$ cat src/rtl/pipeline_hazard_ctrl_pkg.sv
// Shared pipeline control types: the per-cycle control bundle, D-cache miss
// FSM states and default hazard-unit constants.
package pipeline_hazard_ctrl_pkg;

  typedef struct packed {
    logic takebranch;
    logic stall;
    logic dcache_stall;
    logic load_use_stall;
  } control_signals_t;

  typedef enum logic {
    D_IDLE = 1'b0,
    D_MISS = 1'b1
  } dstate_e;

  localparam int MUL_LATENCY_DEFAULT  = 4;
  localparam int MISS_TIMEOUT_DEFAULT = 256;
  localparam int PERF_W_DEFAULT       = 32;

  function automatic logic src_matches(input logic uses, input logic [4:0] src,
                                       input logic [4:0] rd);
    return uses && (src == rd);
  endfunction

endpackage

$ cat src/rtl/hazard_miss_fsm.sv
// D-cache miss sequencer: tracks an outstanding refill, raises the stall for
// its duration and flags a refill that never completes.
module hazard_miss_fsm
  import pipeline_hazard_ctrl_pkg::*;
#(
  parameter int MISS_TIMEOUT = MISS_TIMEOUT_DEFAULT
) (
  input  logic clk_i,
  input  logic rst_ni,
  input  logic req_i,
  input  logic hit_i,
  input  logic fill_done_i,
  output logic dcache_stall_o,
  output logic timeout_err_o
);

  localparam int          TW     = $clog2(MISS_TIMEOUT + 1);
  localparam logic [31:0] ERR_AT = 32'(MISS_TIMEOUT - 1);

  dstate_e         state_q, state_d;
  logic [TW-1:0]   tmo_q, tmo_d;
  logic            err_q, err_d;
  logic            miss_start;

  always_comb begin
    miss_start = (state_q == D_IDLE) && req_i && !hit_i;
    state_d    = state_q;
    tmo_d      = tmo_q;
    err_d      = err_q;
    case (state_q)
      D_IDLE: begin
        if (miss_start) begin
          state_d = D_MISS;
          tmo_d   = '0;
        end
      end
      D_MISS: begin
        if (fill_done_i) state_d = D_IDLE;
        if (tmo_q != {TW{1'b1}}) tmo_d = tmo_q + TW'(1);
        // tmo_q counts completed D_MISS cycles; the flag lands once the
        // current cycle brings the total to MISS_TIMEOUT-1.
        if (32'(tmo_q) + 32'd1 >= ERR_AT) err_d = 1'b1;
      end
      default: state_d = D_IDLE;
    endcase
  end

  always_ff @(posedge clk_i) begin
    if (!rst_ni) begin
      state_q <= D_IDLE;
      tmo_q   <= '0;
      err_q   <= 1'b0;
    end else begin
      state_q <= state_d;
      tmo_q   <= tmo_d;
      err_q   <= err_d;
    end
  end

  assign dcache_stall_o = miss_start || ((state_q == D_MISS) && !fill_done_i);
  assign timeout_err_o  = err_q;

endmodule

$ cat src/rtl/pipeline_hazard_ctrl.sv
// Pipeline hazard controller: combines D-cache miss, multi-cycle multiply and
// load-use hazards into the stall/branch control bundle for the register bank.
module pipeline_hazard_ctrl
  import pipeline_hazard_ctrl_pkg::*;
#(
  parameter int MUL_LATENCY  = MUL_LATENCY_DEFAULT,
  parameter int MISS_TIMEOUT = MISS_TIMEOUT_DEFAULT,
  parameter int PERF_W       = PERF_W_DEFAULT
) (
  input  logic              clock,
  input  logic              reset,
  input  logic [4:0]        id_rs1,
  input  logic [4:0]        id_rs2,
  input  logic              id_uses_rs1,
  input  logic              id_uses_rs2,
  input  logic              ex_is_load,
  input  logic [4:0]        ex_rd,
  input  logic              ex_branch_taken,
  input  logic              ex_mul_start,
  input  logic              mem_dc_req,
  input  logic              mem_dc_hit,
  input  logic              dc_fill_done,
  output control_signals_t  ctrl_signals,
  output logic              miss_timeout_err,
  output logic [PERF_W-1:0] stall_cycles
);

  localparam int             CW           = (MUL_LATENCY > 2) ? $clog2(MUL_LATENCY) : 1;
  localparam logic           START_STALLS = 1'(MUL_LATENCY > 1);
  localparam logic [CW-1:0]  MUL_RELOAD   = (MUL_LATENCY > 2) ? CW'(MUL_LATENCY - 2) : '0;

  logic              dcache_stall;
  logic              mul_busy, mul_load, mul_stall;
  logic              hazard, load_use_stall, stall, takebranch;
  logic [CW-1:0]     mul_cnt_q, mul_cnt_d;
  logic              pend_q, pend_d;
  logic [PERF_W-1:0] perf_q, perf_d;

  hazard_miss_fsm #(
    .MISS_TIMEOUT (MISS_TIMEOUT)
  ) u_miss_fsm (
    .clk_i          (clock),
    .rst_ni         (reset),
    .req_i          (mem_dc_req),
    .hit_i          (mem_dc_hit),
    .fill_done_i    (dc_fill_done),
    .dcache_stall_o (dcache_stall),
    .timeout_err_o  (miss_timeout_err)
  );

  always_comb begin
    // mul_cnt holds the stall cycles still owed after the start cycle, so the
    // start cycle plus the countdown hold EX for MUL_LATENCY-1 extra cycles.
    mul_busy       = (mul_cnt_q != '0);
    mul_load       = ex_mul_start && !mul_busy && !dcache_stall && START_STALLS;
    mul_stall      = mul_busy || mul_load;
    hazard         = ex_is_load && (ex_rd != 5'd0) &&
                     (src_matches(id_uses_rs1, id_rs1, ex_rd) ||
                      src_matches(id_uses_rs2, id_rs2, ex_rd));
    load_use_stall = hazard && !dcache_stall && !mul_stall;
    stall          = dcache_stall || mul_stall || load_use_stall;
    takebranch     = (ex_branch_taken || pend_q) && !stall;

    mul_cnt_d = mul_cnt_q;
    if (mul_load) mul_cnt_d = MUL_RELOAD;
    else if (mul_busy && !dcache_stall) mul_cnt_d = mul_cnt_q - CW'(1);

    pend_d = pend_q;
    if (takebranch) pend_d = 1'b0;
    else if (ex_branch_taken && stall) pend_d = 1'b1;

    perf_d = perf_q;
    if (stall && (perf_q != {PERF_W{1'b1}})) perf_d = perf_q + PERF_W'(1);
  end

  always_ff @(posedge clock) begin
    if (!reset) begin
      mul_cnt_q <= '0;
      pend_q    <= 1'b0;
      perf_q    <= '0;
    end else begin
      mul_cnt_q <= mul_cnt_d;
      pend_q    <= pend_d;
      perf_q    <= perf_d;
    end
  end

  // Outputs are held quiet while reset is asserted, independent of inputs.
  always_comb begin
    ctrl_signals = '0;
    if (reset) begin
      ctrl_signals.takebranch     = takebranch;
      ctrl_signals.stall          = stall;
      ctrl_signals.dcache_stall   = dcache_stall;
      ctrl_signals.load_use_stall = load_use_stall;
    end
  end

  assign stall_cycles = perf_q;

endmodule

$ cat config.mk
export PLATFORM = sky130hd
export DESIGN_NAME = pipeline_hazard_ctrl
export DESIGN_NICKNAME = d
export VERILOG_FILES = /design/src/rtl/pipeline_hazard_ctrl_pkg.sv /design/src/rtl/hazard_miss_fsm.sv /design/src/rtl/pipeline_hazard_ctrl.sv
export SDC_FILE = /design/constraint.sdc
export NUM_CORES = 1
export LEC_CHECK = 0
export ABC_AREA = 1
export CORE_AREA = 2 2 101 103
export DETAILED_ROUTE_END_ITERATION = 10
export DIE_AREA = 0 0 103 105
export GPL_ROUTABILITY_DRIVEN = 0
export GPL_TIMING_DRIVEN = 0
export PLACE_DENSITY = 0.64
export SLEW_MARGIN = 20
export SYNTH_ARGS = -nofsm -noshare
export SYNTH_HDL_FRONTEND = slang
export SYNTH_SLANG_ARGS = --single-unit
$ cat constraint.sdc
create_clock -name clock -period 2.2 [get_ports clock]
set_input_delay 0.22 -clock clock [delete_from_list [all_inputs] [get_ports clock]]
set_output_delay 0.22 -clock clock [all_outputs]
set_load 0.03 [all_outputs]
==> results.rst <==
.. list-table::
   :header-rows: 1

   * - Metric
     - Value
   * - HPWL after DPL
     - 6750 um
   * - Number of placed instances, taps included
     - 714
   * - CP bufs+invs
     - 3
   * - Most frequent cells after synthesis
     - nand2_1 (178), nor2_1 (73), dfxtp_1 (46), nand3_1 (46), inv_1 (38)
   * - CTS Sinks
     - 46
   * - Cell with the most instances after synthesis
     - nand2_1
   * - Routed wire length
     - 8510 um
   * - Area growth syn-to-layout
     - 29.0%
   * - Number of antenna diodes
     - 0
   * - Number of antenna-violating nets in the routed design
     - 0
   * - Number of primary I/O pins
     - 62
   * - Count of unresolved DRC violations after routing
     - 0
   * - Instance count of the mapped netlist
     - 520
   * - Reg-to-Reg Start
     - stall_cycles[0]$_SDFFE_PN0P_
   * - Wire length per cell after detailed routing
     - 11.8 um
   * - Worst-case clock buffer depth
     - 2
   * - Layout cell share with drive strength beyond 1
     - 12.1%
   * - Cell Pwr Density
     - 507 nW/um^2
   * - Fmax
     - 0.487 GHz
   * - CP Data Arrival Time
     - 1.84 ns
   * - Fraction of power consumed by the clock network
     - 36.9%
   * - Proportion of netlist area held by the largest area contributor
     - 28.6%
   * - Final number of setup-violating endpoints
     - 0
   * - Final Cycle Share
     - 93.4%
   * - Synth warn
     - 0
   * - Worst Hold Endpoint
     - u_miss_fsm.timeout_err_o$_SDFFE_PN0P_
   * - Origin of the worst setup path
     - ex_rd[4]
   * - H-tree levels
     - 2
   * - Category of cells accounting for the largest share of critical-path delay
     - buffers and inverters
   * - Area of the core
     - 9640 um^2
   * - Layout net count
     - 618
   * - Sequential fraction of the synthesis area
     - 28.6%
   * - Antenna violations before repair
     - 0
   * - Minimum clock period
     - 2.06 ns
   * - Biggest area contributors in the synthesized netlist
     - dfxtp_1 (29%), nand2_1 (21%), nor2_1 (8.5%), nand3_1 (7.1%), a21oi_2 (5.4%)
   * - Initial Utilization
     - 33.4%
   * - CTS tree
     - yes
   * - Worst hold path type
     - register to register
   * - Combinational power share
     - 21.2%
   * - Switching share of power
     - 27.9%
   * - Worst Hold Margin
     - 0.479 ns
   * - Max IR drop VDD
     - 0.272 mV
   * - Clock Skew
     - 0.0118 ns
   * - Total clock buffers created by CTS
     - 5
   * - Clock transition at the registers of the reported paths
     - 0.09 ns
   * - Largest net degree at the start of global routing
     - 15
   * - Vias post-DR
     - 3,439
   * - EDFF count, synth
     - 0
   * - Clk Latency, worst-skew pair
     - 0.30 ns
   * - Vias per Instance
     - 4.76
   * - Worst hold stages
     - 2
   * - Number of pins exceeding their max-slew limit in the final report
     - 0
   * - Wire length of the first global-routing pass
     - 14,700 um
   * - Flip-flop cell with the highest count after synthesis
     - dfxtp_1
   * - Syn_nets
     - 550
   * - Outcome
     - finished, final reports clean
   * - List of cells traversed by the critical path
     - clkdlybuf4s50_1 > inv_2 > nand2_1 > nand2_1 > nor2_1 > nand3_1 > nand2_1 > nand2_1 > a21oi_1 > clkdlybuf4s15_1
   * - RSZ-0062 raised after global routing
     - false
   * - PnR Total Power
     - 2110 uW
   * - Worst slew margin relative to its limit
     - 50.7%
   * - Initial drt markers
     - 197
   * - Worst-case setup slack after placement
     - -0.545 ns
   * - Mean post-synth cell area
     - 6.20 um^2
   * - Via count of the first global-routing pass
     - 3,207
   * - Worst setup margin
     - 0.145 ns
   * - Largest driver fanout on the critical path
     - 4
   * - Count of unique library cells instantiated by Yosys
     - 29
   * - Overall track demand over capacity in global routing
     - 16.4%
   * - Chip Height
     - 105 um
   * - Critical path start-end classification
     - primary input to primary output
   * - Crit. End Element
     - primary output
   * - Total iterations of the first detailed-routing run
     - 5
   * - Floorplan row count
     - 36
   * - Number of buffer cells added on primary ports
     - 61
   * - Critical path's slowest cell
     - clkdlybuf4s50_1
   * - Portion of total power attributed to sequential cells
     - 41.9%
   * - Reported net switching power
     - 587 uW
   * - Sort of element at the start of the critical path
     - primary input
   * - Count of state elements after synthesis
     - 46
   * - R2R depth
     - 7
   * - Critical Path Most Common Cell
     - nand2_1
   * - Capture point of the worst reg-to-reg path
     - stall_cycles[15]$_SDFFE_PN0P_
   * - Setup slack of the most critical reg-to-reg path
     - 0.15 ns
   * - Internal Power
     - 1520 uW
   * - Hold_sp
     - u_miss_fsm.timeout_err_o$_SDFFE_PN0P_
   * - Number of max-cap violations
     - 0
   * - Slew at the pin closest to its max-slew limit
     - 0.740 ns
   * - Layout Cells excl Fill
     - 722
   * - Chip Width
     - 103 um
   * - Number of inserted filler cells in the final layout
     - 1,065
   * - Residual overflow from global routing
     - 0
   * - Cell area after synthesis
     - 3220 um^2
   * - Endpoint required time on the critical path
     - 1.98 ns
   * - Hold violation count in the final report
     - 0
   * - Library cell used as clock root buffer
     - clkbuf_8
   * - Die footprint
     - 10,800 um^2
   * - Synth area leader
     - dfxtp_1
   * - Fraction of synthesis flops using an asynchronous set or reset pin
     - 0%
   * - Highest cell delay on the worst timing path
     - 0.52 ns
   * - Total leakage power
     - 0.00155 uW
==> sequential cells by signal, summed over array words and instances, names as in the netlist <==
register,count
mul_cnt_q,2
u_miss_fsm.state_q,1
u_miss_fsm.timeout_err_o,1
stall_cycles,32
pend_q,1
u_miss_fsm.tmo_q,9
==> layout by cell type (no fill, tap or decap), types with 2 or more instances in the layout <==
| master | instances |
|---|---|
| clkbuf_8 | 6 |
| nor2_2 | 2 |
| xor2_1 | 11 |
| dfxtp_1 | 45 |
| inv_2 | 7 |
| a21oi_1 | 24 |
| inv_1 | 37 |
| nand3b_1 | 16 |
| ha_1 | 4 |
| xnor2_1 | 5 |
| o21bai_1 | 2 |
| a21oi_2 | 20 |
| bufinv_16 | 2 |
| nor2_1 | 72 |
| nand2_4 | 2 |
| nand3_1 | 46 |
| nand2_2 | 20 |
| clkbuf_1 | 7 |
| buf_6 | 2 |
| clkdlybuf4s50_1 | 57 |
| nor2_4 | 2 |
| buf_8 | 2 |
| o21ai_0 | 5 |
| nand2_1 | 178 |
==> power groups by stage <==
stage / Sequential, uW / Combinational, uW / Clock (uW)
detailed placement: 902 / 441 / 0
global placement: 902 / 434 / 0
floorplan: 918 / 275 / 0
global route: 887 / 503 / 830
finish: 883 / 447 / 777
CTS: 883 / 448 / 806
==> per-layer routing <==
metal  wire length, um  vias to the layer above  global-route usage (%)
met4               124                        0                    2.91
met1              3970                     1543                    22.2
met2              3990                      100                    27.6
met3               430                       14                    2.47
met5                 0                        -                       0
li1                  -                     1782                       -
==> worst min-delay path: cells and delay by family (launching register included) <==
family | cells | cell delay, ns
compound gates | 1 | 0.04
simple gates | 1 | 0.07
flops | 1 | 0.34
==> layout make-up <==
cell class                 instances  area [um^2]  share of cell area [%]
clock inverter                     2         60.1                    1.44
clock buffer                       6         82.6                    1.99
tap                              133          166                    4.00
timing repair buffer              61          607                    14.6
buffer                            13         87.6                    2.11
multi-input combinational        417         2070                    49.7
sequential                        46          922                    22.2
inverter                          44          165                    3.97
==> kinds of logic (layout without fill, tap and decap cells) <==
group           after synthesis  count (layout)  share of synthesized area [%]
compound gates               53              53                           10.9
xor+xnor                     16              16                           4.35
fa+ha+maj                     5               5                           1.94
buf+inv                      57             126                           7.57
flops                        46              46                           28.6
simple gates                343             343                           46.7
==> per-stage QoR <==
stage / cell area, um^2 / util (%) / setup TNS [ns]
final: 4160 / 43.1 / 0
after global routing: 4160 / 43.1 / 0
after CTS: 4150 / 43.1 / -0.0327
after detailed placement: 4000 / 41.5 / -1.43
after global placement: 4000 / 41.5 / -0.886
after floorplan: 3220 / - / 0
==> repair_timing <==
action | CTS | global route
buffers inserted | 0 | 0
pin swaps | 0 | 1
setup endpoints to repair | 12 | 34
hold buffers | 0 | 0
resized for setup | 10 | 9
==> worst max path at each step <==
stage	depth (start not counted)	to	slack (ns)
after floorplan	9	stall_cycles[14]$_SDFFE_PN0P_	0.28
after CTS	9	ctrl_signals[3]	-0.03
after detailed placement	12	ctrl_signals[3]	-0.54
after global routing	7	ctrl_signals[2]	0.003
final	10	ctrl_signals[2]	0.14
after global placement	12	ctrl_signals[3]	-0.52
No activity file was read; power rests on OpenSTA's default activity.
==> RTL edit: new RTL, same settings <==
Put a register stage on the output `miss_timeout_err`, without a reset. The value now appears one clock later. The other outputs are not delayed to match.
--- a/src/rtl/pipeline_hazard_ctrl.sv
+++ b/src/rtl/pipeline_hazard_ctrl.sv
@@ -29,6 +29,8 @@
   localparam logic           START_STALLS = 1'(MUL_LATENCY > 1);
   localparam logic [CW-1:0]  MUL_RELOAD   = (MUL_LATENCY > 2) ? CW'(MUL_LATENCY - 2) : '0;
 
+  logic miss_timeout_err_d;
+
   logic              dcache_stall;
   logic              mul_busy, mul_load, mul_stall;
   logic              hazard, load_use_stall, stall, takebranch;
@@ -45,7 +47,7 @@
     .hit_i          (mem_dc_hit),
     .fill_done_i    (dc_fill_done),
     .dcache_stall_o (dcache_stall),
-    .timeout_err_o  (miss_timeout_err)
+    .timeout_err_o  (miss_timeout_err_d)
   );
 
   always_comb begin
@@ -98,5 +100,9 @@
 
   assign stall_cycles = perf_q;
 
+  always_ff @(posedge clock) begin
+    miss_timeout_err <= miss_timeout_err_d;
+  end
+
 endmodule
 
Check against the original RTL: no difference found for any inputs over 10 cycles, from zero or initial values and one cycle with reset low; that may be too few to reach the edited logic, so the function may still have changed.
==> RTL edit against the unedited design <==
  * Sequential cell count is 1 higher
  * Clock power down 30%
  * Power shrank 9.7%
  * Design area down 0.33%
  * Setup slack got worse by 0.011 ns
  * Synthesized area up 0.62%
  * Highest routed layer unchanged
  * Routed wire length is 5.2% higher
  * Largest cell class unchanged
  * Final cell count did not move
  * First-iteration DRC count decreased by 14%
  * Non-clock buffer count did not move
  * Sequential share of layout area up 0.62 points
  * Combinational power is 1% higher
==> RTL edit: results (changes against the unedited design) <==
power:
  ir_worst_vdd_mv: 0.222  # -18%
  seqPwrFrac_pct: 47.5  # +5.6 points
  seq-power_w: 0.000904  # +2.4%
  p_leak_nw: 1.53  # -1.0%
  swShare_pct: 31.5  # +3.7 points
  comb_power_w: 0.000453  # +1%
sta:
  tightest_slew_ns: 0.750  # +0.0101 ns
  fin_worst_skew_ns: 0.0161  # +0.00431 ns
worst_setup_path:
  slowest_delay_ns: 0.36  # -0.16 ns
  worstPathMaxFanout: 10  # +6
  cp_top_family: "simple AND/OR/NAND/NOR gates"
  critPathSlowestCell: "dfxtp_1"
  crit_arrival_ns: 1.85
place:
  place_hpwl_um: 6950  # +2.9%
  numPortBuffers: 61  # unchanged
  pre_cts_ws_ns: -0.569  # -0.0241 ns
  place_area_mm2: 0.00402  # +0.50%
synth:
  synth_nets: 551  # +0.18%
  ys_types: 29  # unchanged
  synth_commonest_cells: "nand2_1, nor2_1, dfxtp_1, nand3_1, inv_1"
  ys_warn_count: 0  # unchanged
  yosys-top-cells-area: "dfxtp_1, nand2_1, nor2_1"
  async_flop_share_pct: 0  # unchanged
  yosysSeqAreaShare_pct: 29.0  # +0.44 points
clock_tree:
  cts_max_level: 2  # unchanged
  cts_buffers: 5  # unchanged
  clockRootBuffer: "clkbuf_8"
  clk_pin_slew_ns: 0.09  # about the same
  postCtsHoldBufs: 0  # unchanged
  clk_path_buf_depth: 2  # unchanged
  clkLatencyLatePin_ns: 0.31
grt:
  track_usage_pct: 17.6  # +1.2 points
  grt_pass1_wl_um: 15400  # +4.8%
  antenna_found_initial: 0  # unchanged
  grt_max_degree: 14  # -1
  grt_pass1_vias: 3333  # +3.9%
routing:
  routed_wl_um: 8950  # +5.2%
  drt_iter0_markers: 170  # -14%
  drt-pass1-iter-count: 4  # -1
  vias: 3393  # -1.3%
cells_and_area:
  nets: 619  # +0.16%
  n_antenna_cell: 0  # unchanged
  drive_gt1_share_pct: 13.4  # +1.4 points
  nFillCells: 1025  # -3.8%
  largest_reg_flops: 32  # unchanged
run_status:
  outcome: "finished, final reports clean"
worst_hold_path:
  min_path_type: "register to register"
## RTL edit: logic make-up after synthesis
group	after synthesis	synth area share, %
adder cells (fa/ha/maj)	5	1.93
AND/OR/NAND/NOR	343	46.4
XOR/XNOR	16	4.32
buffers and inverters	57	7.52
flip-flops	47	29.0
AO/OA/AOI/OAI	53	10.8
## RTL edit: per-stage QoR
stage | setup TNS, ns | instances
after floorplan | 0 | 521
after global placement | -1.26 | 715
after detailed placement | -1.63 | 715
after CTS | -0.114 | 722
after global routing | 0 | 722
final | 0 | 722
## RTL edit: metal layers
metal,up-vias,track usage [%],part of all wire [%]
li1,1788,-,-
met2,76,28.4,47
met4,0,4.98,1.7
met1,1513,23.7,47
met3,16,3.01,3.7
met5,-,0,0
## RTL edit: worst paths after layout
kind / end / cells after the start / slack [ns] / start
max: ctrl_signals[3] / 9 / 0.13 / u_miss_fsm.state_q
min: miss_timeout_err / 0 / 0.36 / u_miss_fsm.timeout_err_o
min reg2reg: miss_timeout_err / 0 / 0.36 / u_miss_fsm.timeout_err_o
max reg2reg: stall_cycles[15] / 7 / 0.24 / stall_cycles[2]
## RTL edit: cell type report
type | count | area (um^2) | area share (%)
Buffer | 13 | 88.8 | 2.14
Clock buffer | 6 | 82.6 | 1.99
Clock inverter | 1 | 5.00 | 0.121
Inverter | 44 | 165 | 3.98
Multi-Input combinational cell | 417 | 2090 | 50.4
Sequential cell | 47 | 945 | 22.8
Tap cell | 133 | 166 | 4.01
Timing Repair Buffer | 61 | 604 | 14.6
## RTL edit: timing repair
action / 4_1_cts / 5_1_grt
resized for setup: 8 / 25
setup endpoints to repair: 12 / 42
pin swaps: 0 / 2
buffers inserted: 0 / 0
